### config.mk
export PLATFORM = sky130hd
export DESIGN_NAME = axi_lite_cfg_seq
export DESIGN_NICKNAME = d
export VERILOG_FILES = /design/src/rtl/axi_lite_cfg_seq.sv
export SDC_FILE = /design/constraint.sdc
export NUM_CORES = 1
export LEC_CHECK = 0
export ABC_AREA = 0
export BUFFER_PORTS_ARGS = -buffer_cell sky130_fd_sc_hd__buf_2
export CORE_MARGIN = 1
export CORE_UTILIZATION = 40
export DETAILED_ROUTE_END_ITERATION = 6
export PLACE_DENSITY = 0.76
export SYNTH_ARGS = -nofsm -noshare
export SYNTH_HDL_FRONTEND = slang
export SYNTH_SLANG_ARGS = --single-unit
### constraint.sdc
create_clock -name clk -period 2.6 [get_ports clk]
set_input_delay 0.52 -clock clk [delete_from_list [all_inputs] [get_ports clk]]
set_output_delay 0.52 -clock clk [all_outputs]
set_load 0.02 [all_outputs]
### src/rtl/axi_lite_cfg_seq.sv
// axi_lite_cfg_seq: AXI4-Lite configuration master. It executes WRITE / READ / POLL
// commands taken from a ready/valid command port and returns one response per command.
// The macro AXI_CFG_TIMEOUT_EN enables a per-handshake watchdog (rsp_err = 3).
// Without the macro the block waits on the slave indefinitely.
module axi_lite_cfg_seq #(
  parameter int unsigned ADDR_W   = 32,
  parameter int unsigned DATA_W   = 32,
  parameter int unsigned MAX_POLL = 256,
  parameter int unsigned POLL_GAP = 16,
  parameter int unsigned TIMEOUT  = 1024
) (
  input  logic                clk,
  input  logic                reset,
  // command / response ports
  input  logic                cmd_valid,
  output logic                cmd_ready,
  input  logic [1:0]          cmd_op,
  input  logic [ADDR_W-1:0]   cmd_addr,
  input  logic [DATA_W-1:0]   cmd_data,
  input  logic [DATA_W-1:0]   cmd_mask,
  output logic                rsp_valid,
  input  logic                rsp_ready,
  output logic [DATA_W-1:0]   rsp_data,
  output logic [1:0]          rsp_err,
  output logic                busy,
  // AXI4-Lite read channels
  output logic [ADDR_W-1:0]   ARADDR,
  output logic                ARVALID,
  input  logic                ARREADY,
  input  logic [DATA_W-1:0]   RDATA,
  input  logic [1:0]          RRESP,
  input  logic                RVALID,
  output logic                RREADY,
  // AXI4-Lite write channels
  output logic [ADDR_W-1:0]   AWADDR,
  output logic                AWVALID,
  input  logic                AWREADY,
  output logic [DATA_W-1:0]   WDATA,
  output logic [DATA_W/8-1:0] WSTRB,
  output logic                WVALID,
  input  logic                WREADY,
  input  logic [1:0]          BRESP,
  input  logic                BVALID,
  output logic                BREADY
);

  localparam int unsigned STRB_W = DATA_W / 8;
  localparam int unsigned PCNT_W = $clog2(MAX_POLL + 1);
  localparam int unsigned GAP_W  = (POLL_GAP > 1) ? $clog2(POLL_GAP) : 1;

  localparam logic [1:0] OP_WRITE = 2'd0;
  localparam logic [1:0] OP_POLL  = 2'd2;

  localparam logic [1:0] ERR_OK   = 2'd0;
  localparam logic [1:0] ERR_BUS  = 2'd1;
  localparam logic [1:0] ERR_EXH  = 2'd2;

  typedef enum logic [2:0] {IDLE, WR, WR_B, RD_A, RD_R, GAP, RSP} state_t;

  state_t              state;
  logic                is_poll;
  logic [DATA_W-1:0]   poll_data;
  logic [DATA_W-1:0]   poll_mask;
  logic                aw_done;
  logic                w_done;
  logic [PCNT_W-1:0]   poll_cnt;
  logic [GAP_W-1:0]    gap_cnt;

  logic                aw_hs;
  logic                w_hs;
  logic                poll_match;
  logic                poll_last;
  logic [PCNT_W-1:0]   poll_cnt_nxt;

  assign aw_hs        = AWVALID && AWREADY;
  assign w_hs         = WVALID && WREADY;
  assign poll_match   = ((RDATA ^ poll_data) & poll_mask) == '0;
  assign poll_cnt_nxt = poll_cnt + PCNT_W'(1);
  assign poll_last    = poll_cnt_nxt == PCNT_W'(MAX_POLL);

`ifdef AXI_CFG_TIMEOUT_EN
  localparam int unsigned WD_W = $clog2(TIMEOUT + 1);
  localparam logic [1:0]  ERR_WD = 2'd3;

  logic [WD_W-1:0] wd_cnt;
  logic            wd_active;
  logic            any_hs;
  logic            wd_hit;

  assign wd_active = state inside {WR, WR_B, RD_A, RD_R};
  assign any_hs    = aw_hs || w_hs || (BREADY && BVALID) ||
                     (ARVALID && ARREADY) || (RREADY && RVALID);
  assign wd_hit    = wd_active && !any_hs && (wd_cnt == WD_W'(TIMEOUT - 1));

  // Watchdog: cycles since entering a waiting state or since the last handshake.
  always_ff @(posedge clk) begin
    if (reset || !wd_active || any_hs) wd_cnt <= '0;
    else                               wd_cnt <= wd_cnt + WD_W'(1);
  end
`endif

  // Command sequencer: state, AXI channel controls and the response register.
  always_ff @(posedge clk) begin
    if (reset) begin
      state     <= IDLE;
      cmd_ready <= 1'b1;
      rsp_valid <= 1'b0;
      rsp_data  <= '0;
      rsp_err   <= ERR_OK;
      busy      <= 1'b0;
      ARADDR    <= '0;
      ARVALID   <= 1'b0;
      RREADY    <= 1'b0;
      AWADDR    <= '0;
      AWVALID   <= 1'b0;
      WDATA     <= '0;
      WSTRB     <= '0;
      WVALID    <= 1'b0;
      BREADY    <= 1'b0;
      is_poll   <= 1'b0;
      poll_data <= '0;
      poll_mask <= '0;
      aw_done   <= 1'b0;
      w_done    <= 1'b0;
      poll_cnt  <= '0;
      gap_cnt   <= '0;
    end else begin
      case (state)
        IDLE: begin
          if (cmd_valid && cmd_ready) begin
            cmd_ready <= 1'b0;
            busy      <= 1'b1;
            is_poll   <= cmd_op == OP_POLL;
            poll_data <= cmd_data;
            poll_mask <= cmd_mask;
            poll_cnt  <= '0;
            if (cmd_op == OP_WRITE) begin
              state   <= WR;
              AWADDR  <= cmd_addr;
              WDATA   <= cmd_data;
              WSTRB   <= cmd_mask[STRB_W-1:0];
              AWVALID <= 1'b1;
              WVALID  <= 1'b1;
              aw_done <= 1'b0;
              w_done  <= 1'b0;
            end else begin
              state   <= RD_A;
              ARADDR  <= cmd_addr;
              ARVALID <= 1'b1;
            end
          end
        end

        WR: begin
          if (aw_hs) AWVALID <= 1'b0;
          if (w_hs)  WVALID  <= 1'b0;
          aw_done <= aw_done || aw_hs;
          w_done  <= w_done || w_hs;
          if ((aw_done || aw_hs) && (w_done || w_hs)) begin
            state  <= WR_B;
            BREADY <= 1'b1;
          end
        end

        WR_B: begin
          if (BVALID) begin
            BREADY    <= 1'b0;
            rsp_data  <= '0;
            rsp_err   <= (BRESP != 2'b00) ? ERR_BUS : ERR_OK;
            rsp_valid <= 1'b1;
            state     <= RSP;
          end
        end

        RD_A: begin
          if (ARREADY) begin
            ARVALID <= 1'b0;
            RREADY  <= 1'b1;
            state   <= RD_R;
          end
        end

        RD_R: begin
          if (RVALID) begin
            RREADY   <= 1'b0;
            rsp_data <= RDATA;
            poll_cnt <= poll_cnt_nxt;
            // bus error wins over a match or exhaustion on the same read
            if (RRESP != 2'b00) begin
              rsp_err   <= ERR_BUS;
              rsp_valid <= 1'b1;
              state     <= RSP;
            end else if (!is_poll || poll_match) begin
              rsp_err   <= ERR_OK;
              rsp_valid <= 1'b1;
              state     <= RSP;
            end else if (poll_last) begin
              rsp_err   <= ERR_EXH;
              rsp_valid <= 1'b1;
              state     <= RSP;
            end else if (POLL_GAP == 0) begin
              ARVALID <= 1'b1;
              state   <= RD_A;
            end else begin
              gap_cnt <= '0;
              state   <= GAP;
            end
          end
        end

        GAP: begin
          if (gap_cnt == GAP_W'(POLL_GAP - 1)) begin
            ARVALID <= 1'b1;
            state   <= RD_A;
          end else begin
            gap_cnt <= gap_cnt + GAP_W'(1);
          end
        end

        RSP: begin
          if (rsp_ready) begin
            rsp_valid <= 1'b0;
            busy      <= 1'b0;
            cmd_ready <= 1'b1;
            state     <= IDLE;
          end
        end

        default: state <= IDLE;
      endcase

`ifdef AXI_CFG_TIMEOUT_EN
      // A stalled handshake abandons the transfer and reports a watchdog error.
      if (wd_hit) begin
        AWVALID   <= 1'b0;
        WVALID    <= 1'b0;
        BREADY    <= 1'b0;
        ARVALID   <= 1'b0;
        RREADY    <= 1'b0;
        rsp_data  <= '0;
        rsp_err   <= ERR_WD;
        rsp_valid <= 1'b1;
        state     <= RSP;
      end
`endif
    end
  end

endmodule

## Word level (Yosys, flattened, before mapping)

Cells that the tools add are included.
Widths: inputs -> output; s select.

- Register bits: 225
- Input port bits: 143
- Word-level logic and storage cells: 154

- $add $sub $neg: 2
- Eq/ne operators: 25
- Mux-type cells: 64
- Bitwise logic cells: 3
- Reduce and logical (&&, ||, !) cells: 38

Operators by type and width:

| kind | number |
|---|---|
| $mux 32 | 2 |
| $pmux 32 s2 | 1 |
| $and 32x32->32 | 1 |
| $logic_not 32->1 | 1 |
| $xor 32x32->32 | 1 |
| $ne 2x2->1 const B | 15 |
| $mux 1 | 24 |
| $reduce_and 3->1 | 8 |
| $mux 3 | 7 |
| $pmux 3 s7 | 1 |
| $mux 4 | 5 |
| $mux 2 | 9 |
| $mux 9 | 2 |
| $pmux 9 s2 | 1 |
| $reduce_bool 2->1 | 9 |
| $pmux 1 s2 | 8 |
| $reduce_and 4->1 | 3 |
| $reduce_and 5->1 | 2 |
| $add 9x1->9 const B | 1 |
| $eq 3x3->1 const B | 3 |
| $eq 9x9->1 const B | 1 |
| $pmux 4 s2 | 1 |
| $reduce_and 7->1 | 1 |
| $eq 3x2->1 const B | 2 |
| other kinds (16) | 23 |

## Depth between registers and ports, before layout

Gate-level depths: netlist of run 1.

- Depth after elaboration: 8
- Depth in mapped cells: 8
- Mapped depth without buffers: 7

## Worst setup path after synthesis of run 1

OpenSTA, ideal clock, no wires.

- Kind: reg-to-reg
- Start: register poll_cnt[0]
- End: register rsp_err[0]
- Library setup time: 122 ps
- Arrival: 1939 ps
- Data required time: 2478 ps
- Setup slack: 539 ps
- Stages on the path, launching flop included: 8
- Period minus slack after synthesis: 2061 ps
- Path through: dfxtp_1 ha_1 and2_1 or4_1 nand3_1 o2111a_2 nor4_1 a311o_1

- Word-level cells in the longest chain between the ends: 4

Ends and longest elaborated chain:

| what | RTL line | source |
|---|---|---|
| from (decl) | 66 | `logic [PCNT_W-1:0] poll_cnt;` |
| from (signal assigned) | 187 | `poll_cnt <= poll_cnt_nxt;` |
| $add 9x1->9 | 78 | `assign poll_cnt_nxt = poll_cnt + PCNT_W'(1);` |
| $eq 9x9->1 | 79 | `assign poll_last = poll_cnt_nxt == PCNT_W'(MAX_POLL);` |
| $ne 4x4->1 (no source line) | -- |  |
| $reduce_and 4->1 (no source line) | -- |  |
| to (signal assigned) | 169 | `rsp_err <= (BRESP != 2'b00) ? ERR_BUS : ERR_OK;` |
| to (decl) | 24 | `output logic [1:0] rsp_err,` |

No other way between the ends.
A chain may end at the register's enable or synchronous reset.

## Worst setup path in the final report of run 1

- Start: register poll_cnt[0]
- End: register state[0]

- Word-level cells in the longest chain between the ends: 7

Ends and longest elaborated chain:

| what | RTL line | source |
|---|---|---|
| $add 9x1->9 | 78 |  |
| $eq 9x9->1 | 79 |  |
| $mux 2 | 197 | `end else if (poll_last) begin` |
| $mux 2 | 193 | `end else if (!is_poll \|\| poll_match) begin` |
| $mux 2 | 189 | `if (RRESP != 2'b00) begin` |
| $mux 3 | 184 | `if (RVALID) begin` |
| $pmux 3 s7 | 128 | `case (state)` |
| to (signal assigned) | 192 | `state <= RSP;` |
| to (signal assigned) | 196 | `state <= RSP;` |
| to (signal assigned) | 200 | `state <= RSP;` |
| to (decl) | 60 | `state_t state;` |

No other way between the ends. The select of a mux whose other input is x is not followed.

==> results of run 1 <==
metal layers:
metal	part of all wire, %	routed length [um]	global-route usage [%]	vias to the layer above
li1	-	-	-	4184
met1	43	11500	30.3	3992
met2	46	12300	37.3	330
met3	8.3	2230	5.43	47
met4	2.6	701	7.09	2
met5	0.049	13	0	-
per-stage QoR:
| step | util [%] | power [mW] | hold WS [ps] | cells | area (sq um) |
|---|---|---|---|---|---|
| global route | 53.1 | 11.1 | 221 | 1637 | 11300 |
| detailed placement | 49.0 | 6.90 | 443 | 1593 | 10400 |
| floorplan | - | 5.92 | 436 | 1093 | 8710 |
| finish | 53.1 | 10.5 | 239 | 1637 | 11300 |
| CTS | 53.1 | 10.6 | 217 | 1636 | 11300 |
| global placement | 49.0 | 6.85 | 438 | 1593 | 10400 |
sequential cells by signal, summed over array words and instances, names as in the netlist, 2 cells and up:
signal and count:
WSTRB 4, rsp_err 2, poll_data 32, AWADDR 32, ARADDR 32, gap_cnt 4, rsp_data 32, state 3
poll_mask 32, poll_cnt 9, WDATA 32
cells by family (layout without fill, tap and decap cells):
group,Yosys count,count (layout),share of synthesized area [%]
AND/OR/NAND/NOR,471,471,22.2
AO/OA/AOI/OAI,278,278,18.3
flip-flops,225,225,51.7
buffers and inverters,79,347,3.58
XOR/XNOR,35,35,3.52
adder cells (fa/ha/maj),3,3,0.431
multiplexers,2,2,0.244
other,0,1,0
worst max-delay path: cells and delay by family (launching register included):
family	cells	cell delay, ps
simple gates	4	900
compound gates	2	590
flops	1	360
fa+ha+maj	1	280
worst min path at each step:
stage / cells after the start / slack [ps] / end / startpoint
after floorplan: 2 / 440 / poll_mask[0]$_SDFFE_PP0P_ / poll_mask[0]$_SDFFE_PP0P_
after global placement: 2 / 440 / WDATA[26]$_SDFFE_PP0P_ / WDATA[26]$_SDFFE_PP0P_
after detailed placement: 2 / 440 / ARADDR[25]$_SDFFE_PP0P_ / ARADDR[25]$_SDFFE_PP0P_
after CTS: 3 / 220 / poll_mask[8]$_SDFFE_PP0P_ / cmd_mask[8]
after global routing: 3 / 220 / poll_mask[11]$_SDFFE_PP0P_ / cmd_mask[11]
final: 3 / 240 / poll_mask[8]$_SDFFE_PP0P_ / cmd_mask[8]
power by group:
| part | internal [mW] | switching, mW |
|---|---|---|
| sequential | 3.89 | 0.350 |
| combinational | 0.884 | 1.72 |
| clock | 2.28 | 1.42 |
cell usage after synthesis (2+ instances only):
cell type and number:
o21ai_0 14, buf_2 11, ha_1 3, a31oi_1 6, or4_1 3, nor3b_1 2, nor3_1 13, inv_1 3
o22ai_1 3, a311oi_1 2, nand3_1 12, o21bai_1 2, clkbuf_1 54, nand2b_1 3, nor4_1 6, buf_1 9
a22oi_1 48, nor2b_1 4, xor2_1 33, dfxtp_1 225, nor2_1 59, a21oi_1 187, nand2_1 350, nand3b_1 3
o32ai_1 3, xnor2_1 2, nand4_1 6
cell type report:
cell class | count | share of cell area (%)
multi-input cells | 789 | 34.8
well taps | 275 | 3.06
diodes | 1 | 0.0222
clock buffers | 28 | 5.73
flip-flops and latches | 225 | 40.0
clock inverters | 15 | 1.93
inverters | 4 | 0.133
repair buffers | 300 | 14.3
==> impl_metrics.env, run 1 <==
export IMPL_postRouteAntennaNets=0
export IMPL_cts_made_buffers=24
export IMPL_crit_required_ps=3010
export IMPL_hold_path_class="in2reg"
export IMPL_critical_path_cell_chain="ha_1 -> and2_1 -> or4_1 -> nand3_1 -> o2111a_2 -> nor4_1 -> o31a_1"
export IMPL_synth_top_area_share_pct=51.7
export IMPL_antenna_found_initial=2
export IMPL_ff2ff_setup_slack_ps=360
export IMPL_synth_edff_count=0
export IMPL_report_final_slew_viol_count=0
export IMPL_initialDrtViolationCount=632
export IMPL_wl_per_cell_um=16.4
export IMPL_maxCapViolations=0
export IMPL_synthFlopType="dfxtp_1"
export IMPL_crit_arrival_ps=2640
export IMPL_cts_htree_levels=1
export IMPL_max_slew_margin_pct=50.0
export IMPL_start_kind="flop"
export IMPL_die_y_um=150
export IMPL_rr_worst_depth=7
export IMPL_period_share_pct=86.0
export IMPL_pwr_density_cell_nw_per_um2=936
export IMPL_gr_total_overflow=0
export IMPL_max_stage_delay_ps=510
export IMPL_fillCellCount=2019
export IMPL_most_common_layout_cells="349 x nand2_1, 283 x buf_2, 225 x dfxtp_1"
export IMPL_worstMarginPinSlew_ps=751
export IMPL_post_cts_setup_buffers=0
export IMPL_synth_area_sq_um=8710
export IMPL_finalWorstSetupSlack_ps=364
export IMPL_setup_tns_ps=0
export IMPL_dp_worst_setup_slack_ps=243
export IMPL_globalRouteTotalUtil_pct=23.1
export IMPL_ctsResizeCount=0
export IMPL_startpoint="poll_cnt[0]$_SDFFE_PP0P_"
export IMPL_grt_max_degree=138
export IMPL_layout_commonest_cell="nand2_1"
export IMPL_path_max_fanout=8
export IMPL_grt_pass1_vias=8048
export IMPL_final_hold_viol_count=0
export IMPL_grt_pass1_wl_um=41000
export IMPL_num_vias=8555
export IMPL_rows=53
export IMPL_yosysSeqAreaShare_pct=51.7
export IMPL_cts_hold_buf=0
export IMPL_setup_viol=0
export IMPL_gp_congestion=0.911
export IMPL_clockBufferDepth=3
export IMPL_rsz0062_at_grt="false"
export IMPL_critPathSlowestCell="or4_1"
export IMPL_syn2layout_area_growth_pct=29.3
export IMPL_static_leakage_power_nw=4.77
export IMPL_syn_num_nets=1239
export IMPL_worstSetupPathType="reg2reg"
export IMPL_regArea_sq_um=4500
export IMPL_crit_path_end_kind="flop"
export IMPL_layout_drive_gt1_share_pct=26.0
export IMPL_cts_clk_slew_worst_paths_ps=60
export IMPL_clock_fmax_mhz=447
export IMPL_fin_skew_ps=21.7
export IMPL_status="finished, final reports clean"
export IMPL_yosys_register_bits=225
export IMPL_ir_drop_mv=0.546
export IMPL_pin_count=285
export IMPL_synthCells=1093
export IMPL_wirelength_um=26800
export IMPL_yosysUniqueCellTypes=54
export IMPL_port_buffer_count=284
export IMPL_root_buffer="clkbuf_16"
export IMPL_drt_pass1_iterations=5
export IMPL_syn_area_per_cell_sq_um=7.97
export IMPL_synth_top_area_cell="dfxtp_1"
export IMPL_start_util_pct=41.1
export IMPL_drcViolationCount=0
export IMPL_die_area_sq_um=22400
export IMPL_worstSetupEndpoint="state[0]$_SDFFE_PP0P_"
export IMPL_multi_input_area_sq_um=3920
export IMPL_via_per_inst=5.23
export IMPL_yosysWarnings=0
export IMPL_async_flop_share_pct=0
export IMPL_worst_r2r_endpoint="state[0]$_SDFFE_PP0P_"
export IMPL_die_w_um=150
export IMPL_r2r_start="poll_cnt[0]$_SDFFE_PP0P_"
export IMPL_dp_hpwl_um=18600
export IMPL_clock_sinks=225
export IMPL_clk_latency_ps=520
export IMPL_period_needed_ps=2240
export IMPL_core_area_sq_um=21200
export IMPL_cts_tree="built"
export IMPL_yosys_top_cells_area="dfxtp_1 52%, nand2_1 15%, a21oi_1 11%, a22oi_1 4.1%, xor2_1 3.3%"
export IMPL_finalNetCount=1490
Note: power is estimated with default switching activity, not from simulation.
==> inputs of run 2 (changes only) <==
--- a/config.mk
+++ b/config.mk
@@ -6,7 +6,7 @@
 export NUM_CORES = 1
 export LEC_CHECK = 0
 export ABC_AREA = 0
-export BUFFER_PORTS_ARGS = -buffer_cell sky130_fd_sc_hd__buf_2
+export BUFFER_PORTS_ARGS = -buffer_cell sky130_fd_sc_hd__buf_4
 export CORE_MARGIN = 1
 export CORE_UTILIZATION = 40
 export DETAILED_ROUTE_END_ITERATION = 6
==> impl_metrics.env, run 2 (synthesis results as in run 1) <==
export IMPL_finalNetCount=1491
export IMPL_gr_total_overflow=0
export IMPL_final_hold_viol_count=0
export IMPL_startpoint="poll_cnt[0]$_SDFFE_PP0P_"
export IMPL_die_y_um=150
export IMPL_period_needed_ps=2210
export IMPL_syn2layout_area_growth_pct=37.5
export IMPL_worstSetupPathType="reg2reg"
export IMPL_crit_required_ps=3000
export IMPL_ctsResizeCount=0
export IMPL_r2r_start="poll_cnt[0]$_SDFFE_PP0P_"
export IMPL_report_final_slew_viol_count=0
export IMPL_post_cts_setup_buffers=0
export IMPL_rsz0062_at_grt="false"
export IMPL_dp_hpwl_um=18900
export IMPL_grt_pass1_wl_um=42000
export IMPL_holdPathEnd="WVALID$_SDFFE_PP0P_"
export IMPL_fin_skew_ps=16.1
export IMPL_setup_viol=0
export IMPL_wl_per_cell_um=16.6
export IMPL_max_slew_margin_pct=48.2
export IMPL_start_util_pct=41.1
export IMPL_core_area_sq_um=21200
export IMPL_pwr_density_cell_nw_per_um2=893
export IMPL_rows=53
export IMPL_static_leakage_power_nw=4.89
export IMPL_maxCapViolations=0
export IMPL_status="finished, final reports clean"
export IMPL_initialDrtViolationCount=552
export IMPL_root_buffer="clkbuf_16"
export IMPL_worstHoldStart="WREADY"
export IMPL_gp_congestion=0.921
export IMPL_cts_hold_buf=0
export IMPL_layout_drive_gt1_share_pct=26.1
export IMPL_setup_tns_ps=0
export IMPL_die_w_um=150
export IMPL_worstHoldPathCells=2
export IMPL_die_area_sq_um=22400
export IMPL_crit_arrival_ps=2610
export IMPL_hold_path_class="in2reg"
export IMPL_start_kind="flop"
export IMPL_ir_drop_mv=0.694
export IMPL_path_max_fanout=8
export IMPL_num_vias=8557
export IMPL_clock_fmax_mhz=452
export IMPL_period_share_pct=85.0
export IMPL_via_per_inst=5.22
export IMPL_drcViolationCount=0
export IMPL_clockBufferDepth=3
export IMPL_pin_count=285
export IMPL_most_common_layout_cells="349 x nand2_1, 294 x buf_4, 225 x dfxtp_1"
export IMPL_layout_commonest_cell="nand2_1"
export IMPL_wirelength_um=27100
export IMPL_clock_sinks=225
export IMPL_cts_htree_levels=1
export IMPL_globalRouteTotalUtil_pct=23.6
export IMPL_antenna_found_initial=1
export IMPL_clk_latency_ps=520
export IMPL_port_buffer_count=284
export IMPL_ff2ff_setup_slack_ps=390
export IMPL_postRouteAntennaNets=0
export IMPL_grt_pass1_vias=8115
export IMPL_cts_made_buffers=25
export IMPL_worstMarginPinSlew_ps=777
export IMPL_worst_r2r_endpoint="rsp_err[0]$_SDFFE_PP0P_"
export IMPL_drt_pass1_iterations=4
export IMPL_antenna_cells=0
export IMPL_cts_clk_slew_worst_paths_ps=60
export IMPL_cts_tree="built"
export IMPL_finalWorstSetupSlack_ps=389
export IMPL_rr_worst_depth=7
export IMPL_grt_max_degree=137
export IMPL_dp_worst_setup_slack_ps=273
export IMPL_crit_path_end_kind="flop"
## run 2: worst max-delay path, cell delays in order (launching register included)
cell and delay, ps:
dfxtp_1 360, ha_1 280, and2_1 210, or4_1 500, nand3_1 100, o2111a_2 290
nor4_1 80, a311o_1 280
## run 2: power by group
group	switching [mW]	total [mW]	internal [mW]
Sequential	0.345	4.23	3.89
Clock	1.45	3.67	2.22
Combinational	1.73	2.78	1.05
Total	3.53	10.7	7.16
## run 2: per-layer routing
| metal | wire length [um] | part of all wire, % | vias up | GRT usage [%] |
|---|---|---|---|---|
| met5 | 13 | 0.048 | - | 0 |
| met4 | 1160 | 4.3 | 2 | 10.6 |
| met3 | 2350 | 8.7 | 70 | 6.01 |
| met2 | 12100 | 45 | 312 | 36.3 |
| met1 | 11500 | 42 | 3960 | 31.1 |
| li1 | - | - | 4213 | - |
## run 2: area by class of cell
type	count	area [sq um]
Sequential cell	225	4500
Tap cell	275	344
Multi-Input combinational cell	789	3920
Inverter	4	15.0
Clock buffer	32	702
Timing Repair Buffer	300	2320
Fill cell	1913	9250
Clock inverter	14	169
## run 2: through the flow
stage	hold slack, ps	util [%]	total power, mW	cells	cell area, sq um
after floorplan	436	-	5.92	1093	8710
after global placement	442	52.3	7.03	1593	11100
after detailed placement	447	52.3	7.09	1593	11100
after CTS	198	56.4	10.8	1639	12000
after global routing	220	56.4	11.2	1639	12000
final	224	56.4	10.7	1639	12000
## run 2: how the worst max path moves through the flow
stage / end / cells past startpoint
floorplan: rsp_err[0]$_SDFFE_PP0P_ / 7
global placement: rsp_err[0]$_SDFFE_PP0P_ / 7
detailed placement: rsp_err[0]$_SDFFE_PP0P_ / 7
CTS: rsp_err[0]$_SDFFE_PP0P_ / 7
global route: rsp_err[0]$_SDFFE_PP0P_ / 7
finish: rsp_err[0]$_SDFFE_PP0P_ / 7
